`config.mk`:
```
export PLATFORM = sky130hd
export DESIGN_NAME = nts_tx_arbiter
export DESIGN_NICKNAME = d
export VERILOG_FILES = /design/src/rtl/nts_tx_arbiter_pkg.sv /design/src/rtl/nts_rr_select.sv /design/src/rtl/nts_tx_arbiter.sv
export SDC_FILE = /design/constraint.sdc
export NUM_CORES = 1
export LEC_CHECK = 0
export ABC_CLOCK_PERIOD_IN_PS = 6430
export BUFFER_PORTS_ARGS = -buffer_cell sky130_fd_sc_hd__buf_4
export CAP_MARGIN = 25
export CORE_MARGIN = 3
export CORE_UTILIZATION = 40
export CTS_CLUSTER_SIZE = 12
export DETAILED_ROUTE_END_ITERATION = 16
export GPL_TIMING_DRIVEN = 1
export PLACE_DENSITY = 0.66
export SYNTH_ARGS = -nofsm -noshare
export SYNTH_HDL_FRONTEND = slang
export SYNTH_SLANG_ARGS = --single-unit
export TNS_END_PERCENT = 100
```
`constraint.sdc`:
```
create_clock -name i_clk -period 6.43 [get_ports i_clk]
set_input_delay 0.643 -clock i_clk [delete_from_list [all_inputs] [get_ports i_clk]]
set_output_delay 0.643 -clock i_clk [all_outputs]
set_load 0.005 [all_outputs]
```
`src/rtl/nts_tx_arbiter_pkg.sv`:
```
// Shared types and defaults for the NTS TX arbiter and its round-robin selector.
// Used by nts_tx_arbiter and nts_rr_select.
package nts_tx_arbiter_pkg;

  typedef enum logic [1:0] {
    ST_IDLE      = 2'd0,
    ST_OFFER     = 2'd1,
    ST_WAIT_DONE = 2'd2,
    ST_HOLDOFF   = 2'd3
  } arb_state_e;

  localparam int DEFAULT_TIMEOUT_CYCLES = 4096;
  localparam int DEFAULT_HOLDOFF_CYCLES = 2;

  // Index width for n items, never narrower than one bit.
  function automatic int idx_w(input int n);
    return (n <= 2) ? 1 : $clog2(n);
  endfunction

endpackage

```
`src/rtl/nts_rr_select.sv`:
```
// Combinational rotate-priority encoder: first set request at or after ptr,
// wrapping from N-1 back to 0.
module nts_rr_select
  import nts_tx_arbiter_pkg::*;
#(
  parameter int N = 18,
  localparam int IDX_W = idx_w(N)
) (
  input  logic [N-1:0]     req,
  input  logic [IDX_W-1:0] ptr,
  output logic             found,
  output logic [IDX_W-1:0] index
);

  int c;

  // Scan from the farthest offset down so the nearest set bit is written last.
  always_comb begin
    found = 1'b0;
    index = '0;
    c     = 0;
    for (int i = N - 1; i >= 0; i--) begin
      c = int'(ptr) + i;
      if (c >= N) c = c - N;
      if (req[c]) begin
        found = 1'b1;
        index = IDX_W'(c);
      end
    end
  end

endmodule

```
`src/rtl/nts_tx_arbiter.sv`:
```
// Round-robin owner of the MAC TX path across NTS and mini engines, with watchdog.
// Optional NTS_TX_ARBITER_STATS_EN enables saturating grant/timeout counters.
module nts_tx_arbiter
  import nts_tx_arbiter_pkg::*;
#(
  parameter int ENGINES        = 18,
  parameter int TIMEOUT_CYCLES = DEFAULT_TIMEOUT_CYCLES,
  parameter int HOLDOFF_CYCLES = DEFAULT_HOLDOFF_CYCLES,
  localparam int IDX_W = idx_w(ENGINES)
) (
  input  logic               i_clk,
  input  logic               i_areset,
  input  logic               i_enable,
  input  logic [ENGINES-1:0] i_engine_packet_available,
  output logic [ENGINES-1:0] o_engine_packet_read,
  output logic               o_grant_valid,
  output logic [IDX_W-1:0]   o_grant_index,
  input  logic               i_grant_ready,
  input  logic               i_tx_done,
  output logic               o_timeout,
  output logic [31:0]        o_stat_grants,
  output logic [31:0]        o_stat_timeouts,
  output logic [1:0]         o_dbg_state
);

  // Handshake: the grant is offered with o_grant_valid/o_grant_index held
  // stable until i_grant_ready is seen high in OFFER; completion is the
  // i_tx_done pulse in WAIT_DONE, acknowledged to the engine one cycle later.

  localparam int WD_W = idx_w(TIMEOUT_CYCLES + 1);
  localparam int HO_W = idx_w(HOLDOFF_CYCLES + 1);
  localparam logic [WD_W-1:0] WD_LAST   = WD_W'(TIMEOUT_CYCLES - 1);
  // HOLDOFF_CYCLES must be at least 1.
  localparam logic [HO_W-1:0] HOLD_LAST = HO_W'(HOLDOFF_CYCLES - 1);

  arb_state_e        state;
  logic [IDX_W-1:0]  rr_ptr;
  logic [WD_W-1:0]   wd_cnt;
  logic [HO_W-1:0]   hold_cnt;

  logic              sel_found;
  logic [IDX_W-1:0]  sel_index;
  logic              done_hit;
  logic              wd_expired;
  logic [IDX_W-1:0]  next_ptr;

  nts_rr_select #(
    .N(ENGINES)
  ) u_rr_select (
    .req   (i_engine_packet_available),
    .ptr   (rr_ptr),
    .found (sel_found),
    .index (sel_index)
  );

  assign done_hit   = (state == ST_WAIT_DONE) && i_tx_done;
  assign wd_expired = (state == ST_WAIT_DONE) && !i_tx_done && (wd_cnt == WD_LAST);
  assign next_ptr   = (o_grant_index == IDX_W'(ENGINES - 1)) ? '0
                                                               : o_grant_index + IDX_W'(1);
  assign o_dbg_state = state;

  always_ff @(posedge i_clk) begin
    if (i_areset) begin
      state                <= ST_IDLE;
      rr_ptr               <= '0;
      wd_cnt               <= '0;
      hold_cnt             <= '0;
      o_grant_valid        <= 1'b0;
      o_grant_index        <= '0;
      o_engine_packet_read <= '0;
      o_timeout            <= 1'b0;
    end else begin
      o_engine_packet_read <= '0;
      o_timeout            <= 1'b0;
      case (state)
        ST_IDLE: begin
          if (i_enable && sel_found) begin
            o_grant_index <= sel_index;
            o_grant_valid <= 1'b1;
            state         <= ST_OFFER;
          end
        end
        ST_OFFER: begin
          if (i_grant_ready) begin
            wd_cnt <= '0;
            state  <= ST_WAIT_DONE;
          end
        end
        ST_WAIT_DONE: begin
          // Completion takes priority over an expiring watchdog.
          if (done_hit) begin
            o_engine_packet_read <= ENGINES'(1) << o_grant_index;
            o_grant_valid        <= 1'b0;
            rr_ptr               <= next_ptr;
            hold_cnt             <= '0;
            state                <= ST_HOLDOFF;
          end else if (wd_expired) begin
            o_timeout     <= 1'b1;
            o_grant_valid <= 1'b0;
            rr_ptr        <= next_ptr;
            hold_cnt      <= '0;
            state         <= ST_HOLDOFF;
          end else begin
            wd_cnt <= wd_cnt + 1'b1;
          end
        end
        ST_HOLDOFF: begin
          if (hold_cnt == HOLD_LAST) begin
            state <= ST_IDLE;
          end else begin
            hold_cnt <= hold_cnt + 1'b1;
          end
        end
        default: state <= ST_IDLE;
      endcase
    end
  end

`ifdef NTS_TX_ARBITER_STATS_EN
  logic [31:0] stat_grants;
  logic [31:0] stat_timeouts;

  always_ff @(posedge i_clk) begin
    if (i_areset) begin
      stat_grants   <= '0;
      stat_timeouts <= '0;
    end else begin
      if (done_hit && (stat_grants != 32'hFFFF_FFFF)) stat_grants <= stat_grants + 1'b1;
      if (wd_expired && (stat_timeouts != 32'hFFFF_FFFF)) stat_timeouts <= stat_timeouts + 1'b1;
    end
  end

  assign o_stat_grants   = stat_grants;
  assign o_stat_timeouts = stat_timeouts;
`else
  assign o_stat_grants   = '0;
  assign o_stat_timeouts = '0;
`endif

endmodule
```
==> After elaboration in Yosys (flattened, before gate mapping) <==
Cells that the tools add are included.
{ "word_totals": {"register_bits": 47, "word_cells": 246} }
{ "op_classes": {"n_addsub": 38, "order_cmp": 36, "eq_ne": 13, "n_shift": 1, "mux": 130, "n_bitwise": 2, "reduce_logical": 18} }
{ "ops": {"columns": ["cell", "count"], "rows": [
  ["$lt A32 B7 Y1 const B", 18],
  ["$mux W32", 18],
  ["$ge A32 B6 Y1 const B", 17],
  ["$sub A32 B6 Y32 const B", 17],
  ["$mux W5", 21],
  ["$bmux W1 S5", 18],
  ["$mux W1", 58],
  ["$add A5 B4 Y6 const B", 8],
  ["$mux W13", 3],
  ["$pmux W13 S2", 1],
  ["$add A5 B3 Y6 const B", 4],
  ["$shl A1 B5 Y18 const A", 1],
  ["$mux W2", 8],
  ["$add A13 B1 Y13 const B", 1],
  ["$eq A13 B12 Y1 const B", 1],
  ["$add A5 B2 Y6 const B", 2],
  ["$add A5 B5 Y6 const B", 2],
  ["$ne A2 B2 Y1 const B", 6],
  ["$pmux W2 S4", 1],
  ["$reduce_and A4 Y1", 2],
  ["$reduce_bool A2 Y1", 4],
  ["$add A5 B1 Y6 const B", 1],
  ["$reduce_and A3 Y1", 2],
  ["$reduce_or A3 Y1", 2],
  ["15 further kinds", 22]
]} }

==> Depth between registers and ports, before layout <==
{ "logic_depth": {"depth_word": 27, "mapped_depth": 23, "mapped_depth_nobuf": 17} }

==> Hierarchy <==
Synthesis repeated with hierarchy kept, for this count alone.
{ "hier_totals": {"cells_unflattened": 1420, "hier_area_um2": 10710.3} }
{ "modules_own_cells": {"columns": ["mod", "instances", "cells_each", "area_per_inst_um2", "seq_area_each_um2"], "rows": [
  ["nts_rr_select", 1, 1125, 8011.4, 0.0],
  ["nts_tx_arbiter", 1, 295, 2698.8, 940.9]
]} }

==> Worst setup path before layout <==
OpenSTA, ideal clock, no wires.
{ "synth_timing": {"path_kind": "register to register", "start": "reg rr_ptr[1]", "end": "reg o_grant_index[0]", "arrival_ps": 5286, "t_required_ps": 6329, "setup_slack_ps": 1043, "path_stages_with_launch": 21, "n_path_buf": 7, "period_less_slack_ps": 5387, "cell_sequence": "dfxtp_1 > buf_2 > inv_1 > buf_1 > ha_1 > clkbuf_1 > clkinv_1 > clkbuf_1 > buf_1 > ha_1 > clkbuf_1 > a31oi_1 > a2111o_1 > nand4b_1 > nor3b_2 > and2_1 > nand4b_1 > o311a_1 > buf_6 > or3_1 > o41ai_1"} }
{ "synth_via": {"elab_chain_len": 26} }
{ "synth_lines": {"columns": ["element", "line", "rtl"], "rows": [
  ["from (decl)", "nts_tx_arbiter.sv:37", "logic [IDX_W-1:0] rr_ptr;"],
  ["from (signal assigned)", "nts_tx_arbiter.sv:94", "rr_ptr <= next_ptr;"],
  ["from (signal assigned)", "nts_tx_arbiter.sv:100", "rr_ptr <= next_ptr;"],
  ["$add A5 B5 Y6", "nts_rr_select.sv:23", "c = int'(ptr) + i;"],
  ["$sub A32 B6 Y32 / $ge A32 B6 Y1 (equally long branches)", "nts_rr_select.sv:24", "if (c >= N) c = c - N;"],
  ["$mux W32", "nts_rr_select.sv:24", null],
  ["$bmux W1 S5", "nts_rr_select.sv:25", "if (req[c]) begin"],
  ["$mux W1 (not written as such) (2 in series)", "nts_rr_select.sv:25", null],
  ["$mux W1 (18 in series)", "nts_rr_select.sv:25", null],
  ["$logic_and A1 B1 Y1", "nts_tx_arbiter.sv:77", "if (i_enable && sel_found) begin"],
  ["$reduce_and A2 Y1 (no line)", null, null],
  ["to (signal assigned)", "nts_tx_arbiter.sv:78", "o_grant_index <= sel_index;"],
  ["to (decl)", "nts_tx_arbiter.sv:17", "output logic [IDX_W-1:0] o_grant_index,"]
]} }
Several ways; a longest one is shown, not always the timed one. The select of a mux whose other input is x is not followed.
A chain may end at the register's enable or synchronous reset.

==> Final worst setup path <==
{ "layout_timing": {"start": "reg rr_ptr[3]", "end": "reg o_grant_index[4]"} }
The elaborated chain is that of the path after synthesis.

==> flow_summary.ini <==
[status]
status = completed

[yosys]
seq_area_frac_synth_pct = 9.38
yosys.area.top_type_share_pct = 9.38
synth_area_leaders = dfxtp_1, ha_1, mux2i_1, mux4_2, nor2_1
avgSynthCellArea_sq_um = 7.23
yosysUniqueCellTypes = 98
ys_ff_latch = 47
yosys.area.top_type = dfxtp_1
synth-main-ff-cell = dfxtp_1
yosysWarnings = 0
yosys-top-cells-count = nor2_1, nand2_1, o21ai_0, a21oi_1, buf_4
synth-async-reset-ratio_pct = 0
synth.most_common_cell = nor2_1
post_synth_inst_count = 1388
synth_area_sq_um = 10000
synth_edf_count = 0

[sta]
fin_setup_tns_ps = 0
period_minus_slack_ps = 5600
slew_violations = 0
worst_slew_pin_slew_ps = 1110
hold_ws_ps = 486
period_share_pct = 87.0
maxSlewHeadroom_pct = 24.3
setup_viol = 0
rsz0062_at_grt = no
skew_ps = 7.86
max_freq_mhz = 179
hold_viol_final = 0

[cts]
clock_latency_ps = 290
ctsResizeCount = 0
cts-root-buf = clkbuf_16
clkTransAtPathRegs_ps = 70
htreeDepth = 2
cts_hold_buf = 0
clock_path_buffers = 2
cts_setup_buffers = 0
cts_inserted_buffers = 5
cts_tree = yes
clkSinkCount = 47

[routing]
wl_per_cell_microns = 23.5
ant_nets = 0
met1Wirelength_mm = 16.5
drt-total-wl_mm = 40.6
drt_iter0_drc = 1503
first_pass_iters = 7
routed-via-count = 11400
met3_wirelength_mm = 4.11
top_layer = met4
dr_wl_met2_mm = 17.4
routed_via_density = 6.62
route.detailed.drc = 0

[critical_path]
reg2reg_depth = 14
path_max_fanout = 39
setup.worst_path.start_class = register
crit_arrival_ps = 5750
crit_required_ps = 6580
r2r_slack_ps = 830
path_class = register to register
worstSetupEndpointType = register
reg2reg_to = o_grant_index[4]
reg2reg_from = rr_ptr[3]

[place]
gp_congestion = 1.05
place_hpwl_mm = 31.6
port-buffer-count = 49

[floorplanning]
rows = 57
core_area_sq_um = 24500
dieHeight_microns = 164
ioPinCount = 114
die_w_microns = 164
start_util_pct = 41.0
dieArea_sq_um = 27000

[grt]
grt_pass1_vias = 10300
overflow = 0
antenna_found_initial = 0
grt_max_degree = 60
grt_pass1_wl_mm = 61.3
globalRouteTotalUtil_pct = 29.1

[hold_path]
hold_depth = 2
hold_class = register to register
hold_path_end = o_grant_valid
worstHoldStart = o_grant_valid

[final_layout]
fillCellCount = 2549
diodes = 0
fin_nets = 1471
multi_input_area_sq_um = 8340
synthToLayoutAreaGrowth_pct = 6.11
seq_area_sq_um = 947
drive_gt1_share_pct = 13.3

[power]
p_leak_nw = 4.01
vdd_drop_max_mv = 0.152
power_density_nw_per_um2 = 298

[flow_run]
maxCapViolations = 0
-- registers in the layout (all words and copies together), names as in the netlist --
register / count
o_timeout: 1
o_grant_index: 5
o_grant_valid: 1
o_dbg_state: 2
rr_ptr: 5
hold_cnt: 2
o_engine_packet_read: 18
wd_cnt: 13
-- metal layers --
metal	vias to the layer above	GRT usage [%]
met2	744	45.2
met4	0	15.0
met3	158	3.66
met1	5364	39.5
li1	5160	-
met5	-	0
-- cell families after synthesis --
| family | count (synthesis) | share of synthesized area (%) |
|---|---|---|
| AND/OR/NAND/NOR | 532 | 27.2 |
| AO/OA/AOI/OAI | 431 | 29.9 |
| buffers and inverters | 178 | 9.85 |
| multiplexers | 99 | 12.9 |
| XOR/XNOR | 53 | 4.78 |
| adder cells (fa/ha/maj) | 47 | 5.91 |
| flip-flops | 47 | 9.38 |
| other | 1 | 0.0374 |
-- per-stage QoR --
| stage | setup WS, ps | cell area (sq um) | total power [mW] | util, % | instances |
|---|---|---|---|---|---|
| after detailed placement | 988 | 10500 | 2.77 | 42.8 | 1719 |
| final | 833 | 10600 | 3.17 | 43.5 | 1727 |
| after floorplan | 1040 | 10300 | 2.06 | - | 1451 |
| after global routing | 462 | 10600 | 3.36 | 43.5 | 1727 |
| after global placement | 1010 | 10500 | 2.78 | 42.8 | 1718 |
| after CTS | 961 | 10600 | 3.08 | 43.5 | 1727 |
-- final cells by class --
class	count	share of cell area (%)
clock buffer	5	1.18
multi-input combinational	1226	78.4
clock inverter	3	0.423
inverter	36	1.27
sequential	47	8.90
timing repair buffer	86	6.06
tap	324	3.81
-- layout by cell type, fill, tap and decap left out, drive strengths merged, types with 13 or more instances in the layout --
cell / n
a221oi: 14
nor2: 131
dfxtp: 47
mux2i: 54
or3: 15
a211oi: 22
and2: 16
nand2: 114
nor2b: 21
a31oi: 28
o22ai: 13
and3: 26
buf: 86
nand2b: 28
o211ai: 27
nand3: 46
xnor2: 43
ha: 45
a21oi: 78
mux2: 23
conb: 64
mux4: 22
inv: 36
o21ai: 91
nor3: 51
-- worst max-delay path, stage by stage (launching register included) --
cell	delay [ps]
dfxtp_1	350
buf_4	470
ha_1	570
buf_4	310
nor4bb_1	80
a211o_1	290
xnor2_1	470
mux4_2	590
o22ai_1	220
or2_0	540
a311oi_1	190
a2111oi_0	890
a21oi_1	220
o21ai_0	140
a311oi_1	100
-- worst max-delay path by stage --
stage	slack (ps)	depth (start not counted)	start	to
after CTS	960	14	rr_ptr[2]	o_grant_index[4]
after detailed placement	990	14	rr_ptr[2]	o_grant_index[4]
after global routing	460	15	rr_ptr[3]	o_grant_index[0]
after global placement	1010	15	rr_ptr[3]	o_grant_index[0]
after floorplan	1040	20	rr_ptr[1]	o_grant_index[0]
final	830	14	rr_ptr[3]	o_grant_index[4]
-- power breakdown --
| part | total [mW] | internal, mW | switching (mW) |
|---|---|---|---|
| registers | 0.367 | 0.318 | 0.0489 |
| logic | 2.50 | 0.881 | 1.62 |
| clock network | 0.302 | 0.185 | 0.117 |
| total | 3.17 | 1.38 | 1.79 |
No activity file was read; power rests on OpenSTA's default activity.
